<file path="src/rtl/board_io_pkg.sv">
// Shared types for the board I/O multiplexer: per-channel output mode encoding.
package board_io_pkg;

    localparam int unsigned ModeW = 2;

    typedef enum logic [ModeW-1:0] {
        ModeGpo   = 2'd0,
        ModePwm   = 2'd1,
        ModeBlink = 2'd2,
        ModeOff   = 2'd3
    } io_mode_e;

endpackage

</file>
<file path="src/rtl/io_debounce.sv">
// One board input: 2-flop synchroniser, saturating debounce counter and rising-edge pulse.
module io_debounce #(
    parameter int unsigned DebounceCycles = 50000
) (
    input  logic clk_sys_i,
    input  logic rst_sys_ni,
    input  logic raw_i,
    output logic db_o,
    output logic rise_o
);

    localparam int unsigned CntW = (DebounceCycles > 1) ? $clog2(DebounceCycles) : 1;
    localparam logic [CntW-1:0] CntMax = CntW'(DebounceCycles - 1);

    logic [1:0]      sync_q;
    logic [CntW-1:0] cnt_q, cnt_d;
    logic            db_q, db_d;
    logic            rise_q, rise_d;

    // Any agreement with the accepted level restarts the stability window.
    always_comb begin
        cnt_d  = cnt_q;
        db_d   = db_q;
        rise_d = 1'b0;
        if (sync_q[1] == db_q) begin
            cnt_d = '0;
        end else if (cnt_q == CntMax) begin
            db_d   = sync_q[1];
            rise_d = sync_q[1];
            cnt_d  = '0;
        end else begin
            cnt_d = cnt_q + CntW'(1);
        end
    end

    always_ff @(posedge clk_sys_i or negedge rst_sys_ni) begin
        if (!rst_sys_ni) begin
            sync_q <= '0;
            cnt_q  <= '0;
            db_q   <= 1'b0;
            rise_q <= 1'b0;
        end else begin
            sync_q <= {sync_q[0], raw_i};
            cnt_q  <= cnt_d;
            db_q   <= db_d;
            rise_q <= rise_d;
        end
    end

    assign db_o   = db_q;
    assign rise_o = rise_q;

endmodule

</file>
<file path="src/rtl/board_io_mux.sv">
// Board pin multiplexer: per-channel source select (GPO/PWM/BLINK/OFF) with registered
// pin drive, a shared blink generator, and debounced board inputs.
module board_io_mux
    import board_io_pkg::*;
#(
    parameter int unsigned NumOut         = 20,
    parameter int unsigned NumIn          = 4,
    parameter int unsigned DebounceCycles = 50000,
    parameter int unsigned BlinkPeriod    = 25000000
) (
    input  logic                      clk_sys_i,
    input  logic                      rst_sys_ni,
    input  logic [NumOut-1:0]         gp_i,
    input  logic [NumOut-1:0]         pwm_i,
    input  logic                      cfg_we_i,
    input  logic [$clog2(NumOut)-1:0] cfg_idx_i,
    input  logic [ModeW-1:0]          cfg_mode_i,
    output logic [NumOut-1:0]         pin_o,
    input  logic [NumIn-1:0]          in_raw_i,
    output logic [NumIn-1:0]          in_db_o,
    output logic [NumIn-1:0]          in_rise_o
);

    localparam int unsigned BlinkW = (BlinkPeriod > 1) ? $clog2(BlinkPeriod) : 1;
    localparam logic [BlinkW-1:0] BlinkMax = BlinkW'(BlinkPeriod - 1);

    io_mode_e          mode_q [NumOut];
    io_mode_e          mode_d [NumOut];
    logic [NumOut-1:0] pin_q, pin_d;
    logic [BlinkW-1:0] blink_cnt_q, blink_cnt_d;
    logic              blink_q, blink_d;
    logic              cfg_hit;

    // Out-of-range channel indices are dropped without touching any mode.
    assign cfg_hit = cfg_we_i && (32'(cfg_idx_i) < NumOut);

    always_comb begin
        for (int n = 0; n < NumOut; n++) begin
            mode_d[n] = mode_q[n];
        end
        if (cfg_hit) begin
            mode_d[cfg_idx_i] = io_mode_e'(cfg_mode_i);
        end
    end

    always_comb begin
        blink_cnt_d = blink_cnt_q + BlinkW'(1);
        blink_d     = blink_q;
        if (blink_cnt_q == BlinkMax) begin
            blink_cnt_d = '0;
            blink_d     = ~blink_q;
        end
    end

    always_comb begin
        pin_d = '0;
        for (int n = 0; n < NumOut; n++) begin
            unique case (mode_q[n])
                ModeGpo:   pin_d[n] = gp_i[n];
                ModePwm:   pin_d[n] = pwm_i[n];
                ModeBlink: pin_d[n] = blink_q;
                default:   pin_d[n] = 1'b0;
            endcase
        end
    end

    always_ff @(posedge clk_sys_i or negedge rst_sys_ni) begin
        if (!rst_sys_ni) begin
            for (int n = 0; n < NumOut; n++) begin
                mode_q[n] <= ModeGpo;
            end
            pin_q       <= '0;
            blink_cnt_q <= '0;
            blink_q     <= 1'b0;
        end else begin
            for (int n = 0; n < NumOut; n++) begin
                mode_q[n] <= mode_d[n];
            end
            pin_q       <= pin_d;
            blink_cnt_q <= blink_cnt_d;
            blink_q     <= blink_d;
        end
    end

    assign pin_o = pin_q;

    for (genvar i = 0; i < NumIn; i++) begin : g_in
        io_debounce #(
            .DebounceCycles (DebounceCycles)
        ) u_debounce (
            .clk_sys_i  (clk_sys_i),
            .rst_sys_ni (rst_sys_ni),
            .raw_i      (in_raw_i[i]),
            .db_o       (in_db_o[i]),
            .rise_o     (in_rise_o[i])
        );
    end

endmodule

</file>
<file path="config.mk">
export PLATFORM = sky130hd
export DESIGN_NAME = board_io_mux
export DESIGN_NICKNAME = d
export VERILOG_FILES = /design/src/rtl/board_io_pkg.sv /design/src/rtl/io_debounce.sv /design/src/rtl/board_io_mux.sv
export SDC_FILE = /design/constraint.sdc
export NUM_CORES = 1
export LEC_CHECK = 0
export BUFFER_PORTS_ARGS = -buffer_cell sky130_fd_sc_hd__buf_2
export CAP_MARGIN = 20
export CORE_UTILIZATION = 53
export DETAILED_ROUTE_END_ITERATION = 8
export GPL_TIMING_DRIVEN = 0
export PLACE_DENSITY = 0.81
export RECOVER_POWER = 50
export SYNTH_ARGS = -nofsm -noshare
export SYNTH_HDL_FRONTEND = slang
export SYNTH_HIERARCHICAL = 1
export SYNTH_SLANG_ARGS = --single-unit
</file>
<file path="constraint.sdc">
create_clock -name clk_sys_i -period 1.8 [get_ports clk_sys_i]
set_input_delay 0.18 -clock clk_sys_i [delete_from_list [all_inputs] [get_ports clk_sys_i]]
set_output_delay 0.18 -clock clk_sys_i [all_outputs]
set_load 0.05 [all_outputs]
</file>
# After elaboration in Yosys (flattened, before gate mapping)
# Cells that the tools add are included.
# totals
regBits	166
latchBits	0
mem_bits_rw	0
rom_bits	0
in_bits	54
out_inout_bits	28
elab_cells	168
n_memories	0
# op_classes
addsub	5
multipliers	0
n_div	0
order_cmp	3
n_eq_ne	49
n_shift	0
mux	40
bitwise	6
n_reduce_logical	26
# ops
operator	n
two-way mux 16 bit	8
adder 16 x 1 -> 16 bit, second input constant	4
equality test 16 bit, second input constant	4
one-hot mux 1 bit (3 select lines)	20
bitwise mux 40 bit	1
equality test 2 x 1 -> 1 bit, second input constant	20
equality test 2 bit, second input constant	20
logical NOT 2 bit	20
adder 25 x 1 -> 25 bit, second input constant	1
equality test 25 bit, second input constant	1
two-way mux 25 bit	1
demux 2 bit (select 5 bit)	1
two-way mux 1 bit	8
AND reduction 2 bit	4
greater-or-equal comparator 6 bit, second input constant	1
less-than comparator 6 x 1 -> 1 bit, second input constant	1
inverter 5 -> 6 bit	1
less-than comparator 5 bit, second input constant	1
inverter 1 bit	5
equality test 1 bit	4
logical AND 1 bit	2
two-way mux 2 bit	1

# Logic depth before layout (Yosys ltp)
# Gate-level depths: netlist of run 1.
# logic_depth
depth_word	6
depth_mapped	8
ltp_nobuf	6

# By module
# Netlist of run 1, hierarchy kept.
# modules_own_cells
mod	n_inst	cells_each	area_each_um2	seq_area_each_um2
io_debounce	4	91	968.4	500.5
board_io_mux	1	312	3838.7	2152.1

# Worst setup path after synthesis of run 1
# OpenSTA, ideal clock, no wires.
# synth_timing
kind	reg-to-reg
start	reg blink_cnt_q[0]
end	reg blink_cnt_q[14]
setup_ns	0.119
arrival_ns	1.539
required_ns	1.681
setup_slack_ns	0.142
path_stages_with_launch	9
n_path_buf	2
synth_period_minus_slack_ns	1.658
cell_sequence	dfrtp_1 > ha_1 > nand3_2 > or2_1 > nor3_2 > and2_1 > buf_6 > buf_8 > nor2_1
# synth_via
elab_chain_cells	2
word_cells_on_any_way	3
cone_classes	add/sub (1); eq/ne (1); mux (1)
# synth_rtl
element	line_no	text
from (decl)	board_io_mux.sv:30	logic [BlinkW-1:0] blink_cnt_q, blink_cnt_d;
from (signal assigned)	board_io_mux.sv:80	blink_cnt_q <= blink_cnt_d;
adder 25 x 1 -> 25 bit / equality test 25 bit (equally long branches)	board_io_mux.sv:47, board_io_mux.sv:49	
two-way mux 25 bit *	board_io_mux.sv:49	if (blink_cnt_q == BlinkMax) begin
named net blink_cnt_d[14]	board_io_mux.sv:30	
# The timed path passes the listed nets; every way through them passes the cells marked *.
# A chain may end at the register's enable or synchronous reset.

# Final worst setup path of run 1
# layout_timing
start	reg blink_cnt_q[8]
end	reg blink_cnt_q[16]
# The elaborated chain is that of the path after synthesis.

==> impl_results.html, run 1 <==
<table>
<tr><th>Metric</th><th>Value</th></tr>
<tr><th colspan="2">Routing</th></tr>
<tr><td>Via count</td><td>5550</td></tr>
<tr><td>Post-route DRC</td><td>0</td></tr>
<tr><td>Initial DRC Count</td><td>~470</td></tr>
<tr><td>Antenna Nets Post-Route</td><td>0</td></tr>
<tr><td>Per-cell via count in the routed design</td><td>5.629</td></tr>
<tr><td>Detailed-routing iteration count for the pre-antenna-repair pass</td><td>4</td></tr>
<tr><td>Wire per inst</td><td>15.96 um</td></tr>
<tr><td>Final wirelength</td><td>15740 um</td></tr>
<tr><th colspan="2">Die</th></tr>
<tr><td>Core box area</td><td>around 14000 um^2</td></tr>
<tr><td>Vert. Die Dim</td><td>122.6 um</td></tr>
<tr><td>Die Wd</td><td>122.6 um</td></tr>
<tr><td>Number of cell rows</td><td>43</td></tr>
<tr><td>I/O Pins</td><td>82</td></tr>
<tr><td>Initial standard-cell utilization of the core</td><td>0.5492</td></tr>
<tr><td>Die footprint</td><td>approximately 15000 um^2</td></tr>
<tr><th colspan="2">Setup path</th></tr>
<tr><td>Cell count of the worst reg-to-reg path</td><td>7</td></tr>
<tr><td>Required @ worst endpoint</td><td>2.11 ns</td></tr>
<tr><td>Worst-case register-to-register setup slack</td><td>0.08 ns</td></tr>
<tr><td>Category of the most critical setup path</td><td>register to register</td></tr>
<tr><td>Worst stage delay on the critical path</td><td>~0.46 ns</td></tr>
<tr><td>Destination of the worst register-to-register timing path</td><td>blink_cnt_q[16]$_DFF_PN0_</td></tr>
<tr><td>Ordered list of cells on the worst path</td><td>nor4b_2 &gt; nand4_1 &gt; nor3_2 &gt; and2_1 &gt; buf_6 &gt; buf_8 &gt; nor2_1</td></tr>
<tr><td>Critical Path Slowest Stage Cell</td><td>sky130_fd_sc_hd__dfrtp_2</td></tr>
<tr><td>Kind of start point of the critical path</td><td>register</td></tr>
<tr><td>Buf/Inv on CP</td><td>2</td></tr>
<tr><td>Critical-path maximum fanout</td><td>10</td></tr>
<tr><td>Kind of cell adding the most delay to the critical path</td><td>simple AND/OR/NAND/NOR gates</td></tr>
<tr><td>CP Data Arrival Time</td><td>2.03 ns</td></tr>
<tr><td>Critical Path Source</td><td>blink_cnt_q[8]$_DFF_PN0_</td></tr>
<tr><td>Worst reg2reg path startpoint</td><td>blink_cnt_q[8]$_DFF_PN0_</td></tr>
<tr><td>Worst setup EP type</td><td>register</td></tr>
<tr><th colspan="2">Timing</th></tr>
<tr><td>Hold violation total from the final report</td><td>0</td></tr>
<tr><td>Min Tclk post-route</td><td>1.718 ns</td></tr>
<tr><td>Worst Max-Slew Pin Slew</td><td>0.9227 ns</td></tr>
<tr><td>Final-layout worst hold slack</td><td>approximately 0.019 ns</td></tr>
<tr><td>Final worst path period share</td><td>0.9544</td></tr>
<tr><td>Worst clock skew on the final layout</td><td>0.01262 ns</td></tr>
<tr><td>Unrepaired setup endpoints after global routing</td><td>no</td></tr>
<tr><td>Slew Limit Headroom</td><td>0.3849</td></tr>
<tr><td>Fin worst setup slack</td><td>0.08206 ns</td></tr>
<tr><td>Peak Freq</td><td>0.5821 GHz</td></tr>
<tr><td>Final Slew Violations</td><td>0</td></tr>
<tr><td>Count of endpoints failing setup in the final report</td><td>0</td></tr>
<tr><th colspan="2">Place</th></tr>
<tr><td>DP Wirelength</td><td>about 11000 um</td></tr>
<tr><td>Final estimated routing congestion in global placement</td><td>~0.88</td></tr>
<tr><td>Post-placement setup slack</td><td>-0.08992 ns</td></tr>
<tr><td>Placed Instance Area</td><td>approximately 8400 um^2</td></tr>
<tr><td>Port bufs</td><td>79</td></tr>
<tr><th colspan="2">Yosys</th></tr>
<tr><td>Post-synthesis sequential element count</td><td>around 170</td></tr>
<tr><td>Combinational family with the most area after synthesis</td><td>simple AND/OR/NAND/NOR gates</td></tr>
<tr><td>Most frequently used flop master after synthesis</td><td>sky130_fd_sc_hd__dfrtp_1</td></tr>
<tr><td>Mux share of post-synthesis cell area</td><td>0.09020</td></tr>
<tr><td>Warnings from Yosys</td><td>6</td></tr>
<tr><td>Synthesized-area fraction occupied by ao, oa, aoi and oai cells</td><td>0.01931</td></tr>
<tr><td>Async S/R FF share, synth</td><td>1.000</td></tr>
<tr><td>Count of flip-flops with a built-in enable after synthesis</td><td>0</td></tr>
<tr><td>Fraction of the mapped netlist area in adder cells</td><td>0.008112</td></tr>
<tr><td>Synth cell types</td><td>48</td></tr>
<tr><td>Post-synthesis instance area</td><td>between 7000 and 8000 um^2</td></tr>
<tr><td>Sequential fraction of the synthesis area</td><td>0.5386</td></tr>
<tr><td>Number of nets in the synthesized netlist</td><td>735</td></tr>
<tr><td>Post-synthesis simple-gate area fraction</td><td>0.2239</td></tr>
<tr><td>Number of cells produced by synthesis</td><td>676</td></tr>
<tr><td>Post-Syn Area per Cell</td><td>between 10 and 15 um^2</td></tr>
<tr><td>Xor-xnor portion of the synthesized cell area</td><td>0.09182</td></tr>
<tr><th colspan="2">CTS</th></tr>
<tr><td>Total number of H-tree levels</td><td>4</td></tr>
<tr><td>Clock latency on the worst-skew pair</td><td>about 0.43 ns</td></tr>
<tr><td>Library cell used as clock root buffer</td><td>sky130_fd_sc_hd__clkbuf_16</td></tr>
<tr><td>Worst-path clk slew</td><td>0.06 ns</td></tr>
<tr><td>CTS tree</td><td>built</td></tr>
<tr><td>Buffers from clock root to sink, at most</td><td>2</td></tr>
<tr><td>Total clock buffers created by CTS</td><td>17</td></tr>
<tr><td>CTS Sinks</td><td>166</td></tr>
<tr><th colspan="2">Global routing</th></tr>
<tr><td>Overall fraction of global-route tracks in use</td><td>0.2280</td></tr>
<tr><td>Overflow after GRT</td><td>0</td></tr>
<tr><td>Vias in the first global route</td><td>5424</td></tr>
<tr><td>Wire length of the first global-routing pass</td><td>between 20000 and 30000 um</td></tr>
<tr><td>Maximum number of pins on one net before global-route repair</td><td>a little under 100</td></tr>
<tr><td>Initial antenna violation count</td><td>0</td></tr>
<tr><th colspan="2">Pwr</th></tr>
<tr><td>Portion of total power attributed to sequential cells</td><td>0.489</td></tr>
<tr><td>Internal</td><td>around 6.3 mW</td></tr>
<tr><td>Worst ir drop on vdd</td><td>between 0.0006 and 0.0007 V</td></tr>
<tr><td>Part of the total power dissipated in combinational logic</td><td>0.119</td></tr>
<tr><td>PnR Total Power</td><td>8.680 mW</td></tr>
<tr><td>Sw Ratio</td><td>0.2730</td></tr>
<tr><td>Static leakage</td><td>3.933 nW</td></tr>
<tr><td>Clk pwr share</td><td>0.392</td></tr>
<tr><td>Net Switching</td><td>2.370 mW</td></tr>
<tr><td>Power density normalized to cell area</td><td>953.0 nW/um^2</td></tr>
<tr><th colspan="2">Run</th></tr>
<tr><td>Max_cap viols</td><td>0</td></tr>
<tr><th colspan="2">Run status</th></tr>
<tr><td>Result of the run</td><td>finished, final reports clean</td></tr>
<tr><th colspan="2">Cells and area</th></tr>
<tr><td>Final std cell area, no fill</td><td>9109 um^2</td></tr>
<tr><td>Finished Core Util</td><td>0.6487</td></tr>
<tr><td>Antenna diode count</td><td>0</td></tr>
<tr><td>P&amp;R area growth vs syn</td><td>18.11%</td></tr>
<tr><td>Proportion of layout cells with a drive suffix above 1</td><td>0.2320</td></tr>
<tr><td>Post-layout nets</td><td>between 800 and 900</td></tr>
<tr><th colspan="2">Min path</th></tr>
<tr><td>Startpoint of the tightest hold check path</td><td>pwm_i[3]</td></tr>
<tr><td>Class of the most critical hold timing path</td><td>input pin to register</td></tr>
<tr><td>Endpoint, Worst Hold</td><td>pin_o[3]$_DFF_PN0_</td></tr>
<tr><td>Worst hold path depth</td><td>3</td></tr>
</table>
-- routing by layer --
metal	vias up	track usage	routed length [um]
li1	2620	-	-
met3	14	0.06087	793
met5	-	0	0
met2	138	0.3634	7725
met1	2778	0.3044	7061
met4	0	0.07012	154
-- worst max path at each step --
stage	endpoint	slack, ns	depth (start not counted)
after floorplan	blink_cnt_q[14]$_DFF_PN0_	0.14	8
after global placement	mode_q[12]$_DFFE_PN0P_	-1.78	1
after detailed placement	blink_cnt_q[14]$_DFF_PN0_	-0.09	8
after CTS	blink_cnt_q[16]$_DFF_PN0_	0.05	8
after global routing	g_in[2].u_debounce/cnt_q[14]$_DFF_PN0_	0.002	6
final	blink_cnt_q[16]$_DFF_PN0_	0.08	7
-- logic make-up (layout without fill, tap and decap cells) --
group / count (synthesis) / count (layout)
simple gates: 299 / 299
flops: 166 / 166
xor+xnor: 80 / 80
mux: 64 / 64
buf+inv: 35 / 165
compound gates: 27 / 27
fa+ha+maj: 5 / 5
-- metrics by stage --
stage | TNS, ns | instances
after CTS | 0 | 987
after global placement | -293.41 | 935
after detailed placement | -0.8841 | 936
after global routing | 0 | 986
after floorplan | 0 | 676
final | 0 | 986
-- state kept, by name, summed over array words and instances (netlist names) --
register                count
g_in.u_debounce/rise_o      4
g_in.u_debounce/cnt_q      64
blink_q                     1
pin_o                      20
blink_cnt_q                25
g_in.u_debounce/sync_q      8
g_in.u_debounce/db_o        4
mode_q                     40
-- power groups by stage --
| stage | sequential (mW) | clock, mW | combinational [mW] |
|---|---|---|---|
| 3_3_place_gp | 4.29 | 0 | 1.01 |
| 3_5_place_dp | 4.30 | 0 | 1.04 |
| 4_1_cts | 4.24 | 3.48 | 1.08 |
| 5_1_grt | 4.28 | 3.63 | 1.12 |
| 2_1_floorplan | 4.60 | 0 | 0.371 |
| 6_report | 4.25 | 3.40 | 1.04 |
-- tightest hold or removal path, cell delays in order --
cell and delay (ns):
sky130_fd_sc_hd__buf_2 0.08, sky130_fd_sc_hd__nand3b_1 0.06, sky130_fd_sc_hd__o21ai_0 0.08
-- area by class of cell --
| cell class | instances | area (um^2) |
|---|---|---|
| Clock inverter | 11 | 92.59 |
| Timing Repair Buffer | 99 | 563.0 |
| Multi-Input combinational cell | 475 | 3386 |
| Buffer | 24 | 178.9 |
| Fill cell | 1033 | 4933 |
| Sequential cell | 166 | 4155 |
| Tap cell | 180 | 225.2 |
| Inverter | 10 | 37.54 |
| Clock buffer | 21 | 470.5 |
-- cell usage after synthesis (5+ instances only) --
| master | n | area (um^2) |
|---|---|---|
| sky130_fd_sc_hd__and3_1 | 8 | 50.05 |
| sky130_fd_sc_hd__and3_2 | 6 | 45.04 |
| sky130_fd_sc_hd__buf_2 | 5 | 25.02 |
| sky130_fd_sc_hd__buf_4 | 8 | 60.06 |
| sky130_fd_sc_hd__buf_6 | 5 | 56.30 |
| sky130_fd_sc_hd__clkbuf_1 | 6 | 22.52 |
| sky130_fd_sc_hd__dfrtp_1 | 166 | 4154 |
| sky130_fd_sc_hd__ha_1 | 5 | 62.56 |
| sky130_fd_sc_hd__inv_1 | 10 | 37.54 |
| sky130_fd_sc_hd__mux2_2 | 44 | 495.5 |
| sky130_fd_sc_hd__mux2i_1 | 20 | 200.2 |
| sky130_fd_sc_hd__nand2_1 | 36 | 135.1 |
| sky130_fd_sc_hd__nand3_1 | 31 | 155.2 |
| sky130_fd_sc_hd__nand3b_1 | 21 | 157.7 |
| sky130_fd_sc_hd__nand4_1 | 30 | 187.7 |
| sky130_fd_sc_hd__nor2_1 | 86 | 322.8 |
| sky130_fd_sc_hd__nor3_1 | 10 | 50.05 |
| sky130_fd_sc_hd__nor4_1 | 22 | 137.6 |
| sky130_fd_sc_hd__nor4b_1 | 6 | 52.55 |
| sky130_fd_sc_hd__nor4bb_1 | 5 | 50.05 |
| sky130_fd_sc_hd__o21ai_0 | 21 | 105.1 |
| sky130_fd_sc_hd__or3_1 | 5 | 31.28 |
| sky130_fd_sc_hd__xnor2_1 | 51 | 446.7 |
| sky130_fd_sc_hd__xor2_1 | 28 | 245.2 |
-- cells in the final DEF (no fill, tap or decap), types with 4 or more instances in the layout --
cell	n
sky130_fd_sc_hd__nand2_1	32
sky130_fd_sc_hd__mux2_2	44
sky130_fd_sc_hd__clkbuf_1	37
sky130_fd_sc_hd__nor2_1	85
sky130_fd_sc_hd__nor3b_1	4
sky130_fd_sc_hd__nand3_1	31
sky130_fd_sc_hd__and3_1	8
sky130_fd_sc_hd__clkinv_4	4
sky130_fd_sc_hd__buf_4	9
sky130_fd_sc_hd__inv_6	4
sky130_fd_sc_hd__inv_1	10
sky130_fd_sc_hd__dlygate4sd3_1	17
sky130_fd_sc_hd__nor4bb_1	4
sky130_fd_sc_hd__mux2i_1	20
sky130_fd_sc_hd__nor3b_2	4
sky130_fd_sc_hd__clkbuf_16	17
sky130_fd_sc_hd__dfrtp_1	165
sky130_fd_sc_hd__nand2_2	4
sky130_fd_sc_hd__nand3b_1	21
sky130_fd_sc_hd__nor4b_1	4
sky130_fd_sc_hd__and3_2	6
sky130_fd_sc_hd__xor2_1	28
sky130_fd_sc_hd__ha_1	4
sky130_fd_sc_hd__buf_6	5
sky130_fd_sc_hd__nor3_1	10
sky130_fd_sc_hd__and4bb_2	4
sky130_fd_sc_hd__nor4_1	22
sky130_fd_sc_hd__or4b_4	4
sky130_fd_sc_hd__nor4_2	4
sky130_fd_sc_hd__xnor2_1	51
sky130_fd_sc_hd__o21ai_0	21
sky130_fd_sc_hd__buf_2	51
sky130_fd_sc_hd__or3_1	5
sky130_fd_sc_hd__nand4_1	30
-- timing repair --
action | in CTS | in global routing
hold buffers | 17 | 0
resized for setup | 1 | 13
endpoints found under the setup margin | 13 | 50
setup buffers | 2 | 0
hold endpoints to repair | 84 | 0
pin swaps | 1 | 0
Power figures use the tool's default switching activity.
==> run 2, diff against run 1 <==
--- a/config.mk
+++ b/config.mk
@@ -7,11 +7,12 @@
 export LEC_CHECK = 0
 export BUFFER_PORTS_ARGS = -buffer_cell sky130_fd_sc_hd__buf_2
 export CAP_MARGIN = 20
-export CORE_UTILIZATION = 53
+export CORE_UTILIZATION = 63
 export DETAILED_ROUTE_END_ITERATION = 8
 export GPL_TIMING_DRIVEN = 0
-export PLACE_DENSITY = 0.81
+export PLACE_DENSITY = 0.9
 export RECOVER_POWER = 50
+export SETUP_SLACK_MARGIN = 0.02
 export SYNTH_ARGS = -nofsm -noshare
 export SYNTH_HDL_FRONTEND = slang
 export SYNTH_HIERARCHICAL = 1
==> constraint.sdc (replaced) <==
create_clock -name clk_sys_i -period 2.1 [get_ports clk_sys_i]
set_input_delay 0.21 -clock clk_sys_i [delete_from_list [all_inputs] [get_ports clk_sys_i]]
set_output_delay 0.21 -clock clk_sys_i [all_outputs]
set_load 0.05 [all_outputs]
==> impl_results.html, run 2 (synthesis results as in run 1) <==
<table>
<tr><th>Metric</th><th>Value</th></tr>
<tr><th colspan="2">Cells and area</th></tr>
<tr><td>Most frequent cells in the layout</td><td>sky130_fd_sc_hd__dfrtp_1, sky130_fd_sc_hd__nor2_1, sky130_fd_sc_hd__buf_2, sky130_fd_sc_hd__xnor2_1, sky130_fd_sc_hd__mux2_2</td></tr>
<tr><td>Most common cell after layout, fill and taps aside</td><td>sky130_fd_sc_hd__dfrtp_1</td></tr>
<tr><td>P&amp;R area growth vs syn</td><td>16.76%</td></tr>
<tr><td>Finished Core Util</td><td>0.7528</td></tr>
<tr><td>Number of flip-flops under the largest register name</td><td>between 60 and 70</td></tr>
<tr><td>Antenna diode count</td><td>0</td></tr>
<tr><td>Proportion of layout cells with a drive suffix above 1</td><td>0.2257</td></tr>
<tr><td>Register ranked first by flip-flop count</td><td>g_in.u_debounce/cnt_q</td></tr>
<tr><td>Post-layout nets</td><td>839</td></tr>
<tr><td>Filler-free cell count of the finished design</td><td>between 900 and 1000</td></tr>
<tr><td>Largest regs</td><td>g_in.u_debounce/cnt_q (64), mode_q (40), blink_cnt_q (25)</td></tr>
<tr><th colspan="2">Global routing</th></tr>
<tr><td>Maximum number of pins on one net before global-route repair</td><td>98</td></tr>
<tr><td>Overflow after GRT</td><td>0</td></tr>
<tr><td>Vias in the first global route</td><td>5754</td></tr>
<tr><td>Wire length of the first global-routing pass</td><td>26850 um</td></tr>
<tr><td>Overall fraction of global-route tracks in use</td><td>0.2735</td></tr>
<tr><td>Initial antenna violation count</td><td>0</td></tr>
<tr><th colspan="2">Routing</th></tr>
<tr><td>Via count</td><td>5665</td></tr>
<tr><td>Antenna Nets Post-Route</td><td>0</td></tr>
<tr><td>Per-cell via count in the routed design</td><td>6.027</td></tr>
<tr><td>Final wirelength</td><td>approximately 16000 um</td></tr>
<tr><td>Detailed-routing iteration count for the pre-antenna-repair pass</td><td>5</td></tr>
<tr><td>Post-route DRC</td><td>0</td></tr>
<tr><td>Wire per inst</td><td>roughly 17 um</td></tr>
<tr><td>Initial DRC Count</td><td>roughly 500</td></tr>
<tr><th colspan="2">CTS</th></tr>
<tr><td>CTS Sinks</td><td>166</td></tr>
<tr><td>Worst-path clk slew</td><td>0.06 ns</td></tr>
<tr><td>Count of cells resized by post-cts repair</td><td>0</td></tr>
<tr><td>Buffers from clock root to sink, at most</td><td>2</td></tr>
<tr><td>Total number of H-tree levels</td><td>4</td></tr>
<tr><td>Library cell used as clock root buffer</td><td>sky130_fd_sc_hd__clkbuf_16</td></tr>
<tr><td>CTS tree</td><td>built</td></tr>
<tr><td>Clock latency on the worst-skew pair</td><td>approximately 0.43 ns</td></tr>
<tr><td>Total clock buffers created by CTS</td><td>17</td></tr>
<tr><th colspan="2">Place</th></tr>
<tr><td>Placed Cells incl. Taps</td><td>903</td></tr>
<tr><td>Port bufs</td><td>slightly below 80</td></tr>
<tr><td>Final estimated routing congestion in global placement</td><td>0.9275</td></tr>
<tr><td>DP Wirelength</td><td>11110 um</td></tr>
<tr><th colspan="2">Pwr</th></tr>
<tr><td>Static leakage</td><td>3.952 nW</td></tr>
<tr><td>Power density normalized to cell area</td><td>893.4 nW/um^2</td></tr>
<tr><td>Worst ir drop on vdd</td><td>around 0.00064 V</td></tr>
<tr><td>PnR Total Power</td><td>8.045 mW</td></tr>
<tr><th colspan="2">Timing</th></tr>
<tr><td>Count of endpoints failing setup in the final report</td><td>0</td></tr>
<tr><td>Worst Max-Slew Pin Slew</td><td>around 0.84 ns</td></tr>
<tr><td>Unrepaired setup endpoints after global routing</td><td>no</td></tr>
<tr><td>Hold violation total from the final report</td><td>0</td></tr>
<tr><td>Slew Limit Headroom</td><td>0.4382</td></tr>
<tr><td>Final worst path period share</td><td>0.9143</td></tr>
<tr><td>Peak Freq</td><td>0.5208 GHz</td></tr>
<tr><td>Worst clock skew on the final layout</td><td>0.009533 ns</td></tr>
<tr><td>Final-layout worst hold slack</td><td>0.01980 ns</td></tr>
<tr><td>Final Slew Violations</td><td>0</td></tr>
<tr><td>Min Tclk post-route</td><td>1.920 ns</td></tr>
<tr><th colspan="2">Setup path</th></tr>
<tr><td>CP Data Arrival Time</td><td>2.23 ns</td></tr>
<tr><td>Critical-path maximum fanout</td><td>10</td></tr>
<tr><td>Kind of start point of the critical path</td><td>register</td></tr>
<tr><td>Required @ worst endpoint</td><td>2.41 ns</td></tr>
<tr><td>Category of the most critical setup path</td><td>register to register</td></tr>
<tr><td>Worst setup EP type</td><td>register</td></tr>
<tr><th colspan="2">Min path</th></tr>
<tr><td>Class of the most critical hold timing path</td><td>input pin to register</td></tr>
<tr><th colspan="2">Die</th></tr>
<tr><td>Initial standard-cell utilization of the core</td><td>0.6448</td></tr>
<tr><td>Core box area</td><td>11960 um^2</td></tr>
<tr><td>Number of cell rows</td><td>40</td></tr>
<tr><td>Die footprint</td><td>12690 um^2</td></tr>
<tr><td>Die Wd</td><td>roughly 110 um</td></tr>
<tr><td>I/O Pins</td><td>82</td></tr>
<tr><td>Vert. Die Dim</td><td>112.6 um</td></tr>
<tr><th colspan="2">Run status</th></tr>
<tr><td>Result of the run</td><td>finished, final reports clean</td></tr>
<tr><th colspan="2">Run</th></tr>
<tr><td>Max_cap viols</td><td>0</td></tr>
</table>
[run 2: cell types whose count changed in the layout (fill, tap and decap cells not counted), sizes merged]
cell         before  now
dlygate4sd3      17    5
inv              14   11
clkinv            4    5
clkbuf           60   51
clkinvlp          3    1
bufinv            0    6
buf              67   73
[run 2: final timing paths]
check | cells past startpoint | to | startpoint | slack (ns)
max | 8 | blink_cnt_q[16]$_DFF_PN0_ | blink_cnt_q[0]$_DFF_PN0_ | 0.18
max reg2reg | 8 | blink_cnt_q[16]$_DFF_PN0_ | blink_cnt_q[0]$_DFF_PN0_ | 0.18
min | 3 | pin_o[15]$_DFF_PN0_ | pwm_i[15] | 0.02
min reg2reg | 0 | g_in[0].u_debounce/sync_q[1]$_DFF_PN0_ | g_in[0].u_debounce/sync_q[0]$_DFF_PN0_ | 0.35
min in group asynchronous | 2 | g_in[1].u_debounce/cnt_q[1]$_DFF_PN0_ | rst_sys_ni | 0.34
max in group asynchronous | 3 | g_in[3].u_debounce/cnt_q[12]$_DFF_PN0_ | rst_sys_ni | 0.52
[run 2: layout make-up]
type / count / area (um^2)
buffer: 25 / 178.9
clock inverter: 13 / 225.2
multi-input combinational: 475 / 3342
inverter: 10 / 37.54
sequential: 166 / 4154
timing repair buffer: 85 / 430.4
clock buffer: 19 / 452.9
fill: 734 / 2957
tap: 147 / 183.9
[run 2: worst max-delay path: stages (launching register included)]
cell                      delay (ns)
sky130_fd_sc_hd__dfrtp_1        0.41
sky130_fd_sc_hd__ha_1           0.24
sky130_fd_sc_hd__nand3_2        0.15
sky130_fd_sc_hd__or2_1          0.27
sky130_fd_sc_hd__nor3_2         0.23
sky130_fd_sc_hd__and2_1         0.18
sky130_fd_sc_hd__buf_6          0.13
sky130_fd_sc_hd__buf_8          0.13
sky130_fd_sc_hd__nor2_1         0.06
[run 2: through the flow]
stage / instance area [um^2] / setup TNS (ns) / setup WS [ns]
floorplan: 7712 / 0 / 0.4419
global placement: 8292 / -240.82 / -1.463
detailed placement: 8325 / 0 / 0.2177
CTS: 9054 / 0 / 0.1838
global route: 9005 / 0 / 0.03651
finish: 9005 / 0 / 0.1800
[run 2: repair_timing]
| action | CTS | global route |
|---|---|---|
| hold endpoints to repair | 73 | 0 |
| setup endpoints to repair | 0 | 0 |
| hold buffers | 5 | 0 |
| setup buffers | 0 | 0 |
[run 2: routing by layer]
metal	global-route usage	wire length (um)	vias to the layer above
li1	-	-	2595
met1	0.3214	6552	2813
met2	0.4737	8511	213
met3	0.06371	849	44
met4	0.1333	469	0
met5	0	0	-
[run 2: power by group]
part | switching (mW) | total (mW) | leakage (nW) | internal, mW
Sequential | 0.191 | 3.65 | 2.20 | 3.46
Clock | 1.23 | 3.52 | 0.333 | 2.29
Combinational | 0.571 | 0.878 | 1.42 | 0.307
Total | 1.99 | 8.04 | 3.95 | 6.05
==> run 3, diff against run 2 <==
--- a/config.mk
+++ b/config.mk
@@ -8,9 +8,10 @@
 export BUFFER_PORTS_ARGS = -buffer_cell sky130_fd_sc_hd__buf_2
 export CAP_MARGIN = 20
 export CORE_UTILIZATION = 63
+export CTS_CLUSTER_SIZE = 10
 export DETAILED_ROUTE_END_ITERATION = 8
 export GPL_TIMING_DRIVEN = 0
-export PLACE_DENSITY = 0.9
+export PLACE_DENSITY_LB_ADDON = 0.15
 export RECOVER_POWER = 50
 export SETUP_SLACK_MARGIN = 0.02
 export SYNTH_ARGS = -nofsm -noshare
==> impl_results.html, run 3 (synthesis results as in run 1) <==
<table>
<tr><th>Metric</th><th>Value</th></tr>
<tr><th colspan="2">Timing</th></tr>
<tr><td>Min Tclk post-route</td><td>~1.9 ns</td></tr>
<tr><td>Final worst path period share</td><td>0.8830</td></tr>
<tr><td>Final-layout worst hold slack</td><td>approximately 0.029 ns</td></tr>
<tr><td>Final Slew Violations</td><td>0</td></tr>
<tr><td>Unrepaired setup endpoints after global routing</td><td>no</td></tr>
<tr><td>Final total negative setup slack</td><td>0 ns</td></tr>
<tr><td>Count of endpoints failing setup in the final report</td><td>0</td></tr>
<tr><td>Slew Limit Headroom</td><td>0.4182</td></tr>
<tr><td>Worst Max-Slew Pin Slew</td><td>around 0.87 ns</td></tr>
<tr><td>Hold violation total from the final report</td><td>0</td></tr>
<tr><td>Worst clock skew on the final layout</td><td>0.007292 ns</td></tr>
<tr><td>Peak Freq</td><td>between 0.5 and 0.6 GHz</td></tr>
<tr><th colspan="2">Die</th></tr>
<tr><td>Vert. Die Dim</td><td>112.6 um</td></tr>
<tr><td>Initial standard-cell utilization of the core</td><td>0.6448</td></tr>
<tr><td>Number of cell rows</td><td>40</td></tr>
<tr><td>I/O Pins</td><td>82</td></tr>
<tr><td>Core box area</td><td>11960 um^2</td></tr>
<tr><td>Die Wd</td><td>112.6 um</td></tr>
<tr><td>Die footprint</td><td>12690 um^2</td></tr>
<tr><th colspan="2">CTS</th></tr>
<tr><td>Worst-path clk slew</td><td>approximately 0.06 ns</td></tr>
<tr><td>Post-CTS Setup Repair Bufs</td><td>0</td></tr>
<tr><td>Clock latency on the worst-skew pair</td><td>approximately 0.42 ns</td></tr>
<tr><td>Library cell used as clock root buffer</td><td>sky130_fd_sc_hd__clkbuf_16</td></tr>
<tr><td>Buffers from clock root to sink, at most</td><td>2</td></tr>
<tr><td>Count of cells resized by post-cts repair</td><td>0</td></tr>
<tr><td>CTS Sinks</td><td>approximately 170</td></tr>
<tr><td>CTS tree</td><td>built</td></tr>
<tr><td>Total number of H-tree levels</td><td>4</td></tr>
<tr><td>Hold Buf Count CTS</td><td>5</td></tr>
<tr><td>Total clock buffers created by CTS</td><td>17</td></tr>
<tr><th colspan="2">Cells and area</th></tr>
<tr><td>Largest regs</td><td>g_in.u_debounce/cnt_q (64), mode_q (40), blink_cnt_q (25)</td></tr>
<tr><td>Register ranked first by flip-flop count</td><td>g_in.u_debounce/cnt_q</td></tr>
<tr><td>Final-layout fill cell count</td><td>836</td></tr>
<tr><td>Finished Core Util</td><td>0.7407</td></tr>
<tr><td>Post-layout nets</td><td>839</td></tr>
<tr><td>Proportion of layout cells with a drive suffix above 1</td><td>0.2169</td></tr>
<tr><td>Number of flip-flops under the largest register name</td><td>between 60 and 70</td></tr>
<tr><td>Antenna diode count</td><td>0</td></tr>
<tr><td>P&amp;R area growth vs syn</td><td>14.88%</td></tr>
<tr><td>Most common cell after layout, fill and taps aside</td><td>sky130_fd_sc_hd__dfrtp_1</td></tr>
<tr><td>Most frequent cells in the layout</td><td>sky130_fd_sc_hd__dfrtp_1, sky130_fd_sc_hd__nor2_1, sky130_fd_sc_hd__buf_2, sky130_fd_sc_hd__xnor2_1, sky130_fd_sc_hd__mux2_2</td></tr>
<tr><th colspan="2">Routing</th></tr>
<tr><td>Detailed-routing iteration count for the pre-antenna-repair pass</td><td>5</td></tr>
<tr><td>Detailed-routed wire length on met2</td><td>7566 um</td></tr>
<tr><td>Initial DRC Count</td><td>317</td></tr>
<tr><td>Wire per inst</td><td>about 16 um</td></tr>
<tr><td>Highest signal layer in the routed design</td><td>met4</td></tr>
<tr><td>Post-route met1 wirelength</td><td>6379 um</td></tr>
<tr><td>Antenna Nets Post-Route</td><td>0</td></tr>
<tr><td>Per-cell via count in the routed design</td><td>5.814</td></tr>
<tr><td>Final wirelength</td><td>approximately 15000 um</td></tr>
<tr><td>WL met3</td><td>773 um</td></tr>
<tr><td>Post-route DRC</td><td>0</td></tr>
<tr><td>Via count</td><td>5465</td></tr>
<tr><th colspan="2">Setup path</th></tr>
<tr><td>Critical-path maximum fanout</td><td>10</td></tr>
<tr><td>Kind of start point of the critical path</td><td>register</td></tr>
<tr><td>Required @ worst endpoint</td><td>approximately 2.4 ns</td></tr>
<tr><td>Cell count of the worst reg-to-reg path</td><td>8</td></tr>
<tr><td>CP Data Arrival Time</td><td>2.16 ns</td></tr>
<tr><td>Worst setup EP type</td><td>register</td></tr>
<tr><td>Category of the most critical setup path</td><td>register to register</td></tr>
<tr><th colspan="2">Min path</th></tr>
<tr><td>Worst hold path depth</td><td>3</td></tr>
<tr><td>Class of the most critical hold timing path</td><td>input pin to register</td></tr>
<tr><th colspan="2">Place</th></tr>
<tr><td>Final estimated routing congestion in global placement</td><td>0.8763</td></tr>
<tr><td>DP Wirelength</td><td>10510 um</td></tr>
<tr><td>Port bufs</td><td>79</td></tr>
<tr><th colspan="2">Run</th></tr>
<tr><td>Max_cap viols</td><td>0</td></tr>
<tr><th colspan="2">Global routing</th></tr>
<tr><td>Maximum number of pins on one net before global-route repair</td><td>98</td></tr>
<tr><td>Vias in the first global route</td><td>5394</td></tr>
<tr><td>Wire length of the first global-routing pass</td><td>between 20000 and 30000 um</td></tr>
<tr><td>Initial antenna violation count</td><td>0</td></tr>
<tr><td>Overflow after GRT</td><td>0</td></tr>
<tr><td>Overall fraction of global-route tracks in use</td><td>0.2555</td></tr>
<tr><th colspan="2">Pwr</th></tr>
<tr><td>Static leakage</td><td>3.869 nW</td></tr>
<tr><td>Power density normalized to cell area</td><td>roughly 820 nW/um^2</td></tr>
<tr><td>Worst ir drop on vdd</td><td>0.0008896 V</td></tr>
<tr><th colspan="2">Run status</th></tr>
<tr><td>Result of the run</td><td>finished, final reports clean</td></tr>
</table>
-- run 3: cell types whose count changed in the layout (fill, tap and decap cells not counted), sizes merged --
cell,delta
clkbuf,+9
bufinv,-6
buf,-4
clkinv,+1
clkinvlp,+1
inv,-1
-- run 3: final cells by class --
class                           count  area, um^2  share of cell area
Clock inverter                      8       48.80            0.005508
Buffer                             25       178.9             0.02019
Timing Repair Buffer               85       425.4             0.04802
Sequential cell                   166        4154              0.4689
Inverter                           10       37.54            0.004237
Tap cell                          147       183.9             0.02076
Multi-Input combinational cell    475        3339              0.3769
Clock buffer                       24       491.7             0.05550
-- run 3: critical path: stages, from the launching register on --
cell and delay (ns):
sky130_fd_sc_hd__dfrtp_1 0.39, sky130_fd_sc_hd__ha_1 0.21, sky130_fd_sc_hd__nand3_2 0.13, sky130_fd_sc_hd__or2_1 0.27, sky130_fd_sc_hd__nor3_2 0.25, sky130_fd_sc_hd__and2_1 0.18, sky130_fd_sc_hd__buf_6 0.13, sky130_fd_sc_hd__buf_8 0.13
sky130_fd_sc_hd__nor2_1 0.05
-- run 3: power breakdown --
group          internal (mW)  total [mW]  switching (mW)
logic                  0.307       0.865           0.558
clock network           1.63        2.79            1.16
registers               3.46        3.64           0.181
total                   5.39        7.30            1.90
-- run 3: stage by stage --
stage	instance area [um^2]	worst slack, ns	std cells	power (mW)
floorplan	7712	0.4419	676	4.258
detailed placement	8325	0.2607	903	4.581
finish	8860	0.2457	940	7.295
global route	8860	0.1109	940	7.575
CTS	8916	0.2385	940	7.397
global placement	8292	-1.523	902	4.525
-- run 3: per-layer routing --
metal  up-vias  track usage
met5         -            0
met4         0       0.1031
met3        27      0.07019
met2       148       0.4276
met1      2690       0.3152
li1       2600            -
-- run 3: final timing paths --
check,startpoint,endpoint,slack [ns]
setup reg to reg,blink_cnt_q[0]$_DFF_PN0_,blink_cnt_q[20]$_DFF_PN0_,0.25
hold / removal,pwm_i[17],pin_o[17]$_DFF_PN0_,0.03
hold reg to reg,g_in[0].u_debounce/sync_q[0]$_DFF_PN0_,g_in[0].u_debounce/sync_q[1]$_DFF_PN0_,0.35
min in group asynchronous,rst_sys_ni,g_in[0].u_debounce/sync_q[1]$_DFF_PN0_,0.35
max in group asynchronous,rst_sys_ni,mode_q[7]$_DFFE_PN0P_,0.49
setup / recovery,blink_cnt_q[0]$_DFF_PN0_,blink_cnt_q[20]$_DFF_PN0_,0.25
